$ cat src/rtl/victim_write_buffer.sv
// Single-entry victim/write-back buffer between cache_arbiter and physical memory.
// Define VICTIM_WRITE_BUFFER_STATS_EN to enable the saturating hit/drain counters.
module victim_write_buffer #(
  parameter int ADDR_W   = 16,
  parameter int LINE_W   = 128,
  parameter int OFFSET_W = 4
) (
  input  logic              clk,
  input  logic              reset,
  input  logic              arb_read,
  input  logic              arb_write,
  input  logic [ADDR_W-1:0] arb_address,
  input  logic [LINE_W-1:0] arb_wdata,
  output logic [LINE_W-1:0] arb_rdata,
  output logic              arb_resp,
  output logic              pmem_read,
  output logic              pmem_write,
  output logic [ADDR_W-1:0] pmem_address,
  output logic [LINE_W-1:0] pmem_wdata,
  input  logic [LINE_W-1:0] pmem_rdata,
  input  logic              pmem_resp,
  output logic [15:0]       hit_count,
  output logic [15:0]       drain_count
);
  localparam int TAG_W = ADDR_W - OFFSET_W;

  typedef enum logic [2:0] {S_IDLE, S_MEM_READ, S_DRAIN, S_RESP, S_GAP} state_t;

  state_t            r_state;
  logic              r_buf_valid;
  logic [TAG_W-1:0]  r_buf_tag;
  logic [LINE_W-1:0] r_buf_data;
  logic [LINE_W-1:0] r_arb_rdata;
  logic              r_arb_resp;
  logic              r_pmem_read;
  logic              r_pmem_write;
  logic [ADDR_W-1:0] r_pmem_addr;
  logic [LINE_W-1:0] r_pmem_wdata;

  logic [TAG_W-1:0]  w_arb_tag;
  logic              w_hit;

  assign w_arb_tag = arb_address[ADDR_W-1:OFFSET_W];
  assign w_hit     = r_buf_valid && (r_buf_tag == w_arb_tag);

  assign arb_rdata    = r_arb_rdata;
  assign arb_resp     = r_arb_resp;
  assign pmem_read    = r_pmem_read;
  assign pmem_write   = r_pmem_write;
  assign pmem_address = r_pmem_addr;
  assign pmem_wdata   = r_pmem_wdata;

  always_ff @(posedge clk or posedge reset) begin
    if (reset) begin
      r_state      <= S_IDLE;
      r_buf_valid  <= 1'b0;
      r_buf_tag    <= '0;
      r_buf_data   <= '0;
      r_arb_rdata  <= '0;
      r_arb_resp   <= 1'b0;
      r_pmem_read  <= 1'b0;
      r_pmem_write <= 1'b0;
      r_pmem_addr  <= '0;
      r_pmem_wdata <= '0;
    end else begin
      case (r_state)
        S_IDLE: begin
          if (arb_read) begin
            if (w_hit) begin
              r_arb_rdata <= r_buf_data;
              r_arb_resp  <= 1'b1;
              r_state     <= S_RESP;
            end else begin
              // address is latched so pmem_* never depends combinationally on arb_*
              r_pmem_read <= 1'b1;
              r_pmem_addr <= arb_address;
              r_state     <= S_MEM_READ;
            end
          end else if (arb_write && !r_buf_valid) begin
            r_buf_tag   <= w_arb_tag;
            r_buf_data  <= arb_wdata;
            r_buf_valid <= 1'b1;
            r_arb_resp  <= 1'b1;
            r_state     <= S_RESP;
          end else if (r_buf_valid) begin
            // full buffer (pending write or plain idle): drain first
            r_pmem_write <= 1'b1;
            r_pmem_addr  <= {r_buf_tag, {OFFSET_W{1'b0}}};
            r_pmem_wdata <= r_buf_data;
            r_state      <= S_DRAIN;
          end
        end
        S_MEM_READ: begin
          if (pmem_resp) begin
            r_pmem_read <= 1'b0;
            r_pmem_addr <= '0;
            r_arb_rdata <= pmem_rdata;
            r_arb_resp  <= 1'b1;
            r_state     <= S_RESP;
          end
        end
        S_DRAIN: begin
          if (pmem_resp) begin
            r_pmem_write <= 1'b0;
            r_pmem_addr  <= '0;
            r_pmem_wdata <= '0;
            r_buf_valid  <= 1'b0;
            r_state      <= S_IDLE;
          end
        end
        S_RESP: begin
          r_arb_resp <= 1'b0;
          r_state    <= S_GAP;
        end
        S_GAP:   r_state <= S_IDLE;
        default: r_state <= S_IDLE;
      endcase
    end
  end

`ifdef VICTIM_WRITE_BUFFER_STATS_EN
  logic        w_hit_evt;
  logic        w_drain_evt;
  logic [15:0] r_hit_cnt;
  logic [15:0] r_drain_cnt;

  assign w_hit_evt   = (r_state == S_IDLE) && arb_read && w_hit;
  assign w_drain_evt = (r_state == S_DRAIN) && pmem_resp;

  always_ff @(posedge clk or posedge reset) begin
    if (reset) begin
      r_hit_cnt   <= '0;
      r_drain_cnt <= '0;
    end else begin
      if (w_hit_evt && (r_hit_cnt != 16'hFFFF))     r_hit_cnt   <= r_hit_cnt + 16'd1;
      if (w_drain_evt && (r_drain_cnt != 16'hFFFF)) r_drain_cnt <= r_drain_cnt + 16'd1;
    end
  end

  assign hit_count   = r_hit_cnt;
  assign drain_count = r_drain_cnt;
`else
  assign hit_count   = 16'd0;
  assign drain_count = 16'd0;
`endif

endmodule

$ cat config.mk
export PLATFORM = sky130hd
export DESIGN_NAME = victim_write_buffer
export DESIGN_NICKNAME = d
export VERILOG_FILES = /design/src/rtl/victim_write_buffer.sv
export SDC_FILE = /design/constraint.sdc
export NUM_CORES = 1
export LEC_CHECK = 0
export BUFFER_PORTS_ARGS = -buffer_cell sky130_fd_sc_hd__clkbuf_2
export CELL_PAD_IN_SITES_DETAIL_PLACEMENT = 0
export CELL_PAD_IN_SITES_GLOBAL_PLACEMENT = 1
export CORE_ASPECT_RATIO = 0.5
export CORE_MARGIN = 1
export CORE_UTILIZATION = 43
export DETAILED_ROUTE_END_ITERATION = 16
export GPL_TIMING_DRIVEN = 0
export PLACE_DENSITY_LB_ADDON = 0.1
export SLEW_MARGIN = 20
export SYNTH_ARGS = -nofsm -noshare
export SYNTH_HDL_FRONTEND = slang
export SYNTH_SLANG_ARGS = --single-unit
$ cat constraint.sdc
create_clock -name clk -period 30.9 [get_ports clk]
set_clock_uncertainty 0.05 [all_clocks]
set_input_delay 4.635 -clock clk [delete_from_list [all_inputs] [get_ports clk]]
set_output_delay 4.635 -clock clk [all_outputs]
set_load 0.005 [all_outputs]
==> results of run 1 <==
-- cells by family (layout without fill, tap and decap cells) --
| family | after synthesis | count (layout) |
|---|---|---|
| compound gates | 146 | 146 |
| xor+xnor | 9 | 9 |
| buf+inv | 131 | 759 |
| flops | 419 | 419 |
| mux | 423 | 423 |
| other cells | 1 | 36 |
| simple gates | 308 | 308 |
-- path summary, 6_finish.rpt --
| kind | slack (ns) | startpoint | endpoint |
|---|---|---|---|
| max | 24.17 | arb_read | r_buf_data[109] |
| min | 0.43 | pmem_write | pmem_write |
| max reg2reg | 27.80 | r_state[2] | r_buf_data[109] |
| min reg2reg | 0.43 | pmem_write | pmem_write |
| max in group asynchronous | 25.06 | reset | arb_rdata[90] |
| min in group asynchronous | 4.08 | reset | arb_rdata[19] |
-- state kept, by name, indices dropped and copies added (netlist names) --
name / cells
arb_rdata: 128
arb_resp: 1
pmem_address: 16
pmem_read: 1
pmem_wdata: 128
pmem_write: 1
r_buf_data: 128
r_buf_tag: 12
r_buf_valid: 1
r_state: 3
-- worst register-to-register path, cell delays in order, from the launching register on --
cell and delay [ns]:
dfrtp_1 0.35, buf_2 0.17, nor4_1 0.55, nand2_1 0.50, clkbuf_1 0.53, clkbuf_1 0.46, mux2_2 0.39
-- cell type report --
class	count	area [um^2]
Clock inverter	16	144
Inverter	7	33.8
Sequential cell	419	10500
Clock buffer	57	1140
Tap cell	540	676
Multi-Input combinational cell	918	6970
Timing Repair Buffer	555	2870
Buffer	124	724
Antenna cell	4	10.0
Fill cell	3705	17900
-- power breakdown --
group	total, mW	internal [mW]	switching, mW
sequential	0.993	0.823	0.171
clock	0.493	0.275	0.218
combinational	0.874	0.461	0.413
total	2.36	1.56	0.802
-- routing by layer --
layer,GRT usage [%],share of wire [%]
met4,5.68,2.0
met3,4.92,4.6
met1,30.1,41
met2,42.9,52
met5,0,0
-- cells in the final DEF (no fill, tap or decap), types with 4 or more instances in the layout --
master,instances
clkbuf_2,552
dfrtp_1,419
mux2_2,275
nand2_1,262
mux2_1,136
o21ai_0,133
clkbuf_1,56
clkbuf_16,41
buf_4,34
conb_1,32
buf_2,23
nor2_1,17
mux2i_1,12
buf_6,12
clkinv_2,11
buf_1,8
xnor2_1,7
nor2b_1,6
inv_1,6
clkbuf_8,5
diode_2,4
and3_1,4
nor3_1,4
buf_16,4
-- stage by stage --
stage / hold slack [ns] / cell area [um^2]
after floorplan: 0.412 / 18200
after global placement: 0.410 / 21600
after detailed placement: 0.415 / 21800
after CTS: 0.431 / 23000
after global routing: 0.445 / 23000
final: 0.427 / 23000
==> key figures, run 1 <==
Routing
  – Drt pass-1 iters: 5
  – Detail Route Antenna Nets: 0
  – Avg Vias per Cell: 4.90
  – Initial detailed-routing violation count: 675
  – Via count: 12900
  – Total Routed Length: 51800 um
  – Per-cell routed wire length: 19.6 um
  – DRC Markers: 0

Timing
  – Maximum clock rate: 0.149 GHz
  – Worst Tran Pin Value: 1.03 ns
  – Crit share post-route: 21.8%
  – Final min period: 6.73 ns
  – Endpoints failing hold: 0
  – RSZ-0062 raised after global routing: false
  – Setup slack after layout: 24.17 ns
  – Setup Viol. Count Final: 0
  – Final max-slew violation count: 0
  – Slew margin rel.: 31.6%
  – TNS Setup: 0 ns

Yosys
  – Combinational family with the most area after synthesis: multiplexers
  – Post-synth EDFFs: 0
  – Ys async rst share: 100%
  – Flops & latches, synth: 419
  – Syn_area_per_cell: 12.6 um^2
  – Post-synthesis adder-cell area fraction: 0%
  – Synth cell count leaders: 419 x dfrtp_1, 275 x mux2_2, 262 x nand2_1, 136 x mux2_1, 133 x o21ai_0
  – Yosys synthesis warning count: 0
  – Mapped Area: 18100 um^2
  – Compound-cell area share of the yosys netlist: 4.29%
  – Largest area contributor in the netlist: dfrtp_1
  – Simple-gate share of the synthesized area: 6.88%
  – Sequential element share of the synthesized area: 58.0%
  – Post-synth top area share: 58.0%
  – Top-count cell post-synth: dfrtp_1
  – Synth cell types: 40
  – Post-synthesis mux area share: 26.3%
  – Post-synthesis xor/xnor area fraction: 0.436%
  – Synth top area cells: dfrtp_1 58%, mux2_2 17%, mux2_1 8.5%, nand2_1 5.4%, o21ai_0 3.7%
  – Post-synthesis cell count: 1437
  – Most common flop cell mapped by yosys: dfrtp_1

Clocking
  – Total CTS buffers: 40
  – CTS tree: yes
  – PostCTS Resize Cnt: 0
  – Clk sinks: 419
  – Post CTS Setup Buffer Count: 0
  – H-tree depth: 2
  – Cts hold-fix bufs: 0
  – Longest Clk Path Bufs: 3
  – Clock latency at the later pin of the worst-skew pair: 0.55 ns
  – CTS root buf: clkbuf_16
  – Clk slew on worst S/H paths: 0.07 ns

Flow run
  – Max Cap Viol: 0

Status
  – Status: completed

Global route
  – Largest net degree at the start of global routing: 94
  – Vias in the first global route: 13100
  – GRT Util Overall: 24.1%
  – Grt ovf: 0
  – First-pass GRT wire length: 79200 um
  – Initial antenna violation count: 5

Critical path
  – Setup Crit Path Kind: in -> reg
  – Critical Path AT: 7.11 ns
  – Crit-path max cell delay: 0.52 ns
  – Worst endpoint required time: 31.28 ns
  – Critical path launch point type: input pin
  – WP buf/inv: 3
  – Cells on worst reg2reg path: 6
  – Crit end category: flip-flop
  – Cell family with most CP delay: buffers and inverters
  – WP depth: 6
  – CP cell instances: clkbuf_2 -> nor4_1 -> nand2_1 -> clkbuf_1 -> clkbuf_1 -> mux2_2
  – Slowest-stage cell, CP: clkbuf_1
  – Most used cell, CP: clkbuf_1
  – Critical Path Fanout Max: 10

Die
  – Core ar.: 40900 um^2
  – # IOs: 584
  – Row count: 52
  – Die area: 42900 um^2
  – Initial Util: 44.2%
  – Die height: 147 um
  – Die width: 292 um

Pwr
  – Pwr Total: 2.36 mW
  – Worst VDD drop: 0.0399 mV
  – Pwr/cell area: 102 nW/um^2
  – P_leak: 11.4 nW

Placed design
  – Final HPWL DP: 39000 um
  – Port buffer count: 551
  – Post-Place Cells: 2563
  – Place WS: 23.55 ns
  – RePlAce Congestion: 0.839

Finish
  – Final cell count without fillers: 2640
  – Nets: 2342
  – Area Overhead vs Synth: 27.4%
  – Layout cells sized above 1: 46.2%
  – Final Util: 56.3%

Min path
  – HP Class: reg -> reg
  – Hold Crit Depth: 1
No activity file was read; power rests on OpenSTA's default activity.
==> inputs of run 2 (changes only) <==
--- a/config.mk
+++ b/config.mk
@@ -10,7 +10,7 @@
 export CELL_PAD_IN_SITES_GLOBAL_PLACEMENT = 1
 export CORE_ASPECT_RATIO = 0.5
 export CORE_MARGIN = 1
-export CORE_UTILIZATION = 43
+export CORE_UTILIZATION = 40
 export DETAILED_ROUTE_END_ITERATION = 16
 export GPL_TIMING_DRIVEN = 0
 export PLACE_DENSITY_LB_ADDON = 0.1
==> constraint.sdc (replaced) <==
create_clock -name clk -period 6.2 [get_ports clk]
set_clock_uncertainty 0.05 [all_clocks]
set_input_delay 0.93 -clock clk [delete_from_list [all_inputs] [get_ports clk]]
set_output_delay 0.93 -clock clk [all_outputs]
set_load 0.005 [all_outputs]
==> key figures, run 2 (synthesis gave the netlist of run 1 again) <==
Clocking
  – H-tree depth: 2 (unchanged)
  – CTS tree: yes (unchanged)
  – Clk sinks: 419 (unchanged)
  – Total CTS buffers: 40 (unchanged)
  – Cts hold-fix bufs: 0 (unchanged)
  – CTS root buf: clkbuf_16 (unchanged)
  – Clock latency at the later pin of the worst-skew pair: 0.54 ns (was 0.55 ns)
  – Clk slew on worst S/H paths: 0.06 ns (was 0.07 ns)
  – Post CTS Setup Buffer Count: 0 (unchanged)
  – Longest Clk Path Bufs: 3 (unchanged)
  – PostCTS Resize Cnt: 0 (unchanged)

Timing
  – Hold slack: 0.415 ns (was 0.427 ns)
  – Endpoints failing hold: 0 (unchanged)
  – Worst Tran Pin Value: 0.942 ns (was 1.03 ns)
  – Final max-slew violation count: 0 (unchanged)
  – Final min period: 3.07 ns
  – Setup slack after layout: 3.13 ns (was 24.17 ns)
  – Slew margin rel.: 37.2% (was 31.6%)
  – Maximum clock rate: 0.326 GHz
  – RSZ-0062 raised after global routing: false (unchanged)
  – Setup Viol. Count Final: 0 (unchanged)
  – TNS Setup: 0 ns (unchanged)
  – Crit share post-route: 49.5%

Die
  – # IOs: 584 (unchanged)
  – Initial Util: 41.1% (was 44.2%)
  – Die height: 152 um (was 147 um)
  – Core ar.: 44100 um^2 (was 40900 um^2)
  – Die area: 46100 um^2 (was 42900 um^2)
  – Die width: 303 um (was 292 um)
  – Row count: 54 (was 52)

Min path
  – HP Class: in -> async (was reg -> reg)

Flow run
  – Max Cap Viol: 0 (unchanged)

Placed design
  – RePlAce Congestion: 0.817 (was 0.839)
  – Port buffer count: 551 (unchanged)
  – Placed inst area: 22000 um^2 (was 21800 um^2)
  – Final HPWL DP: 40600 um (was 39000 um)
  – Place WS: 2.55 ns (was 23.55 ns)
  – Post-Place Cells: 2622 (was 2563)

Critical path
  – Critical R2R Launch: r_state[2] (unchanged)
  – Reg2reg setup slack: 3.13 ns (was 27.80 ns)
  – CP startpoint: r_state[2] (was arb_read)
  – Critical Path AT: 3.43 ns (was 7.11 ns)
  – Worst endpoint required time: 6.56 ns (was 31.28 ns)
  – Critical path launch point type: flip-flop (was input pin)
  – Critical Path Fanout Max: 10 (unchanged)
  – Crit end category: flip-flop (unchanged)
  – Setup Crit Path Kind: reg -> reg (was in -> reg)

Routing
  – Total Routed Length: 52700 um (was 51800 um)
  – Avg Vias per Cell: 4.80 (was 4.90)
  – Detail Route Antenna Nets: 0 (unchanged)
  – Per-cell routed wire length: 19.5 um (was 19.6 um)
  – Via count: 13000 (was 12900)
  – Drt pass-1 iters: 5 (unchanged)
  – DRC Markers: 0 (unchanged)
  – Initial detailed-routing violation count: 590 (was 675)

Pwr
  – Pwr Total: 11.7 mW (was 2.36 mW)
  – Pwr/cell area: 504 nW/um^2 (was 102 nW/um^2)
  – P_leak: 11.5 nW (was 11.4 nW)
  – Worst VDD drop: 0.240 mV (was 0.0399 mV)

Finish
  – Nets: 2353 (was 2342)
  – Fill cells: 4084 (was 3705)
  – Final Util: 52.9% (was 56.3%)
  – Most common cell after layout, fill and taps aside: clkbuf_2 (unchanged)
  – Post-route cell area: 23300 um^2 (was 23000 um^2)
  – Area Overhead vs Synth: 28.8% (was 27.4%)
  – Layout cells sized above 1: 46.6% (was 46.2%)
  – Final cell count without fillers: 2702 (was 2640)
  – Most frequent cells in the layout: 552 x clkbuf_2, 419 x dfrtp_1, 275 x mux2_2 (unchanged)

Global route
  – Grt ovf: 0 (unchanged)
  – Vias in the first global route: 13600 (was 13100)
  – First-pass GRT wire length: 81700 um (was 79200 um)
  – Initial antenna violation count: 11 (was 5)
  – Largest net degree at the start of global routing: 33 (was 94)
  – GRT Util Overall: 23.1% (was 24.1%)

Status
  – Status: completed (unchanged)
-- run 2: cell types whose count changed in the layout (fill, tap and decap cells not counted), moves of 4 or more --
cell,delta
diode_2,+4
buf_12,+13
clkbuf_1,-4
clkbuf_8,+5
-- run 2: power breakdown --
group / switching [mW] / internal [mW]
registers: 0.842 / 4.10
logic: 2.07 / 2.31
clock network: 1.08 / 1.34
-- run 2: worst paths after layout --
check | end | depth (start not counted)
max in group asynchronous | arb_rdata[43] | 7
min in group clk | arb_rdata[11] | 1
min reg2reg | arb_rdata[11] | 1
min | arb_rdata[82] | 2
max | r_buf_data[108] | 6
max reg2reg | r_buf_data[108] | 6
-- run 2: per-layer routing --
layer / share of wire [%] / track usage [%] / wire [um]
met2: 52 / 41.2 / 27600
met1: 41 / 28.1 / 21400
met4: 2.8 / 7.35 / 1460
met3: 4.2 / 4.21 / 2220
met5: 0.066 / 0 / 35
-- run 2: area by class of cell --
cell class	instances	area, um^2	share of cell area, %
antenna	8	20.0	0.0859
buffer	124	724	3.11
clock buffer	58	1190	5.11
clock inverter	14	72.6	0.311
inverter	7	30.0	0.129
multi-input combinational	918	6970	29.9
sequential	419	10500	45.0
tap	588	736	3.16
timing repair buffer	566	3070	13.2
-- run 2: critical path: stages, from the launching register on --
cell and delay (ns):
dfrtp_1 0.35, buf_2 0.17, nor4_1 0.52, nand2_1 0.53
clkbuf_1 0.50, clkbuf_1 0.43, mux2_2 0.38
==> inputs of run 3 (changes only) <==
--- a/config.mk
+++ b/config.mk
@@ -5,12 +5,13 @@
 export SDC_FILE = /design/constraint.sdc
 export NUM_CORES = 1
 export LEC_CHECK = 0
+export ABC_AREA = 1
 export BUFFER_PORTS_ARGS = -buffer_cell sky130_fd_sc_hd__clkbuf_2
 export CELL_PAD_IN_SITES_DETAIL_PLACEMENT = 0
 export CELL_PAD_IN_SITES_GLOBAL_PLACEMENT = 1
 export CORE_ASPECT_RATIO = 0.5
 export CORE_MARGIN = 1
-export CORE_UTILIZATION = 40
+export CORE_UTILIZATION = 38
 export DETAILED_ROUTE_END_ITERATION = 16
 export GPL_TIMING_DRIVEN = 0
 export PLACE_DENSITY_LB_ADDON = 0.1
==> constraint.sdc (replaced) <==
create_clock -name clk -period 3.2 [get_ports clk]
set_clock_uncertainty 0.05 [all_clocks]
set_input_delay 0.48 -clock clk [delete_from_list [all_inputs] [get_ports clk]]
set_output_delay 0.48 -clock clk [all_outputs]
set_load 0.005 [all_outputs]
==> key figures, run 3 <==
Min path
  – HP Class: in -> reg (was in -> async)

Timing
  – Crit share post-route: 82.5% (was 49.5%)
  – Maximum clock rate: 0.379 GHz (was 0.326 GHz)
  – RSZ-0062 raised after global routing: false (unchanged)
  – Final min period: 2.64 ns (was 3.07 ns)
  – Setup slack after layout: 0.558 ns (was 3.13 ns)
  – Final max-slew violation count: 0 (unchanged)
  – Endpoints failing hold: 0 (unchanged)
  – Setup Viol. Count Final: 0 (unchanged)
  – TNS Setup: 0 ns (unchanged)
  – Worst Tran Pin Value: 1.05 ns (was 0.942 ns)
  – Slew margin rel.: 30.0% (was 37.2%)

Yosys
  – Top-count cell post-synth: dfrtp_1 (unchanged)
  – Flops & latches, synth: 419 (unchanged)
  – Mapped Area: 18000 um^2 (was 18100 um^2)
  – Synth cell count leaders: 419 x dfrtp_1, 357 x nand2_1, 285 x inv_1, 159 x nor2_1, 152 x o21ai_0 (was 419 x dfrtp_1, 275 x mux2_2, 262 x nand2_1, 136 x mux2_1, 133 x o21ai_0)
  – Syn_area_per_cell: 9.20 um^2 (was 12.6 um^2)
  – Post-synth top area share: 58.1% (was 58.0%)
  – Largest area contributor in the netlist: dfrtp_1 (unchanged)
  – Synth top area cells: dfrtp_1 58%, nand2_1 7.4%, inv_1 5.9%, o21ai_2 5.8%, o22ai_1 4.4% (was dfrtp_1 58%, mux2_2 17%, mux2_1 8.5%, nand2_1 5.4%, o21ai_0 3.7%)
  – Post-synth EDFFs: 0 (unchanged)
  – Ys async rst share: 100% (unchanged)
  – Yosys synthesis warning count: 0 (unchanged)
  – Sequential element share of the synthesized area: 58.1% (was 58.0%)
  – Most common flop cell mapped by yosys: dfrtp_1 (unchanged)
  – Synth cell types: 29 (was 40)
  – Post-synthesis cell count: 1960 (was 1437)

Critical path
  – CP cell instances: nand2_1 -> clkbuf_1 -> clkbuf_1 -> nand2_1 -> o21ai_0 -> o21ai_2 (was buf_2 -> nor4_1 -> nand2_1 -> clkbuf_1 -> clkbuf_1 -> mux2_2)
  – Setup Crit Path Kind: reg -> reg (unchanged)
  – Worst endpoint required time: 3.57 ns (was 6.56 ns)
  – Slowest-stage cell, CP: clkbuf_1 (was nand2_1)
  – Cell family with most CP delay: buffers and inverters (unchanged)
  – Critical Path Fanout Max: 10 (unchanged)
  – WP buf/inv: 2 (was 3)
  – Critical path launch point type: flip-flop (unchanged)
  – Critical Path AT: 3.01 ns (was 3.43 ns)
  – Crit-path max cell delay: 0.81 ns (was 0.53 ns)
  – Crit end category: flip-flop (unchanged)

Finish
  – Area Overhead vs Synth: 30.0% (was 28.8%)
  – Fill cells: 4676 (was 4084)
  – Nets: 2878 (was 2353)
  – Layout cells sized above 1: 33.1% (was 46.6%)
  – Most frequent cells in the layout: 551 x clkbuf_2, 419 x dfrtp_1, 357 x nand2_1 (was 552 x clkbuf_2, 419 x dfrtp_1, 275 x mux2_2)
  – Final cell count without fillers: 3270 (was 2702)
  – Final Util: 50.1% (was 52.9%)
  – Most common cell after layout, fill and taps aside: clkbuf_2 (unchanged)
  – Multi-input logic area: 5650 um^2 (was 6970 um^2)
  – Register area: 10500 um^2 (unchanged)

Status
  – Status: completed (unchanged)

Die
  – Die height: 156 um (was 152 um)
  – Row count: 56 (was 54)
  – # IOs: 584 (unchanged)
  – Core ar.: 46800 um^2 (was 44100 um^2)
  – Die area: 48400 um^2 (was 46100 um^2)
  – Initial Util: 38.5% (was 41.1%)
  – Die width: 310 um (was 303 um)

Clocking
  – Clock latency at the later pin of the worst-skew pair: 0.54 ns (about the same)
  – PostCTS Resize Cnt: 0 (unchanged)
  – Total CTS buffers: 40 (unchanged)
  – Post CTS Setup Buffer Count: 0 (unchanged)
  – Clk slew on worst S/H paths: 0.07 ns (was 0.06 ns)
  – H-tree depth: 2 (unchanged)
  – Cts hold-fix bufs: 1 (was 0)
  – Clk sinks: 419 (unchanged)
  – CTS root buf: clkbuf_16 (unchanged)
  – CTS tree: yes (unchanged)
  – Longest Clk Path Bufs: 3 (unchanged)

Global route
  – First-pass GRT wire length: 88500 um (was 81700 um)
  – Met3 Use GR: 3.88% (was 4.21%)
  – M2 GR Usage: 41.2% (about the same)
  – Initial antenna violation count: 9 (was 11)
  – Largest net degree at the start of global routing: 33 (unchanged)
  – Met1 usage: 31.2% (was 28.1%)
  – GRT Util Overall: 24.1% (was 23.1%)
  – Vias in the first global route: 14800 (was 13600)
  – Grt ovf: 0 (unchanged)
  – Global route hottest layer: met2 (unchanged)

Placed design
  – Port buffer count: 551 (unchanged)
  – RePlAce Congestion: 0.810 (was 0.817)
  – Post-Place Cells: 3196 (was 2622)
  – Final HPWL DP: 44400 um (was 40600 um)
  – Place WS: 0.524 ns (was 2.55 ns)

Routing
  – Via count: 15400 (was 13000)
  – DRC Markers: 0 (unchanged)
  – Detail Route Antenna Nets: 0 (unchanged)
  – Drt pass-1 iters: 5 (unchanged)
  – Total Routed Length: 59600 um (was 52700 um)
  – Per-cell routed wire length: 18.2 um (was 19.5 um)
  – Initial detailed-routing violation count: 809 (was 590)
  – Avg Vias per Cell: 4.70 (was 4.80)

Pwr
  – Pwr Total: 24.2 mW (was 11.7 mW)
  – P_leak: 12.6 nW (was 11.5 nW)
  – Worst VDD drop: 0.439 mV (was 0.240 mV)
  – Pwr/cell area: 1030 nW/um^2 (was 504 nW/um^2)

Flow run
  – Max Cap Viol: 0 (unchanged)
run 3: cell types whose count changed in the layout (fill, tap and decap cells not counted), sizes merged, moves of 11 or more:
| cell | change |
|---|---|
| inv | +283 |
| mux2i | -11 |
| o21ai | +143 |
| o22ai | +126 |
| nand3 | +21 |
| mux2 | -410 |
| nor2 | +146 |
| buf | +25 |
| nand2 | +101 |
| a21oi | +131 |
run 3: final timing paths:
check	cells after the start	startpoint	endpoint	slack, ns
setup reg to reg	6	r_state[0]	arb_rdata[101]	0.56
hold / removal	2	arb_wdata[127]	r_buf_data[127]	0.12
hold reg to reg	2	pmem_address[5]	pmem_address[5]	0.42
setup / recovery	6	r_state[0]	arb_rdata[101]	0.56
min in group asynchronous	3	reset	arb_rdata[13]	0.47
max in group asynchronous	9	reset	arb_rdata[72]	0.98
run 3: through the flow:
| stage | hold slack (ns) | cell area (um^2) |
|---|---|---|
| floorplan | 0.414 | 18200 |
| global placement | 0.407 | 21700 |
| detailed placement | 0.410 | 22000 |
| CTS | 0.102 | 23400 |
| global route | 0.116 | 23500 |
| finish | 0.123 | 23500 |
run 3: kinds of logic after synthesis:
| logic type | Yosys count | synth area share [%] |
|---|---|---|
| buf+inv | 443 | 11.2 |
| flops | 419 | 58.1 |
| other cells | 1 | 0.0208 |
| mux | 2 | 0.118 |
| compound gates | 544 | 18.6 |
| simple gates | 551 | 12.0 |
run 3: final cells by class:
cell class                 instances  area share (%)
tap                              638            3.40
clock buffer                      53            4.91
buffer                           152            3.94
inverter                         291            4.67
clock inverter                    14            1.06
sequential                       419            44.7
multi-input combinational       1129            24.1
antenna                            6          0.0640
timing repair buffer             568            13.2
run 3: worst register-to-register path, stage by stage, from the launching register on:
cell      delay, ns
dfrtp_1        0.48
nand2_1        0.21
clkbuf_1       0.81
clkbuf_1       0.56
nand2_1        0.09
o21ai_0        0.22
o21ai_2        0.10
run 3: where the power goes:
| part | switching (mW) | internal, mW | total [mW] |
|---|---|---|---|
| sequential | 1.03 | 7.62 | 8.65 |
| clock | 2.14 | 3.09 | 5.22 |
| combinational | 6.44 | 3.88 | 10.3 |
run 3: metal layers:
layer | part of all wire, % | up-vias
li1 | - | 7480
met1 | 42 | 7462
met2 | 51 | 326
met3 | 4.0 | 102
met4 | 2.9 | 2
met5 | 0.029 | -
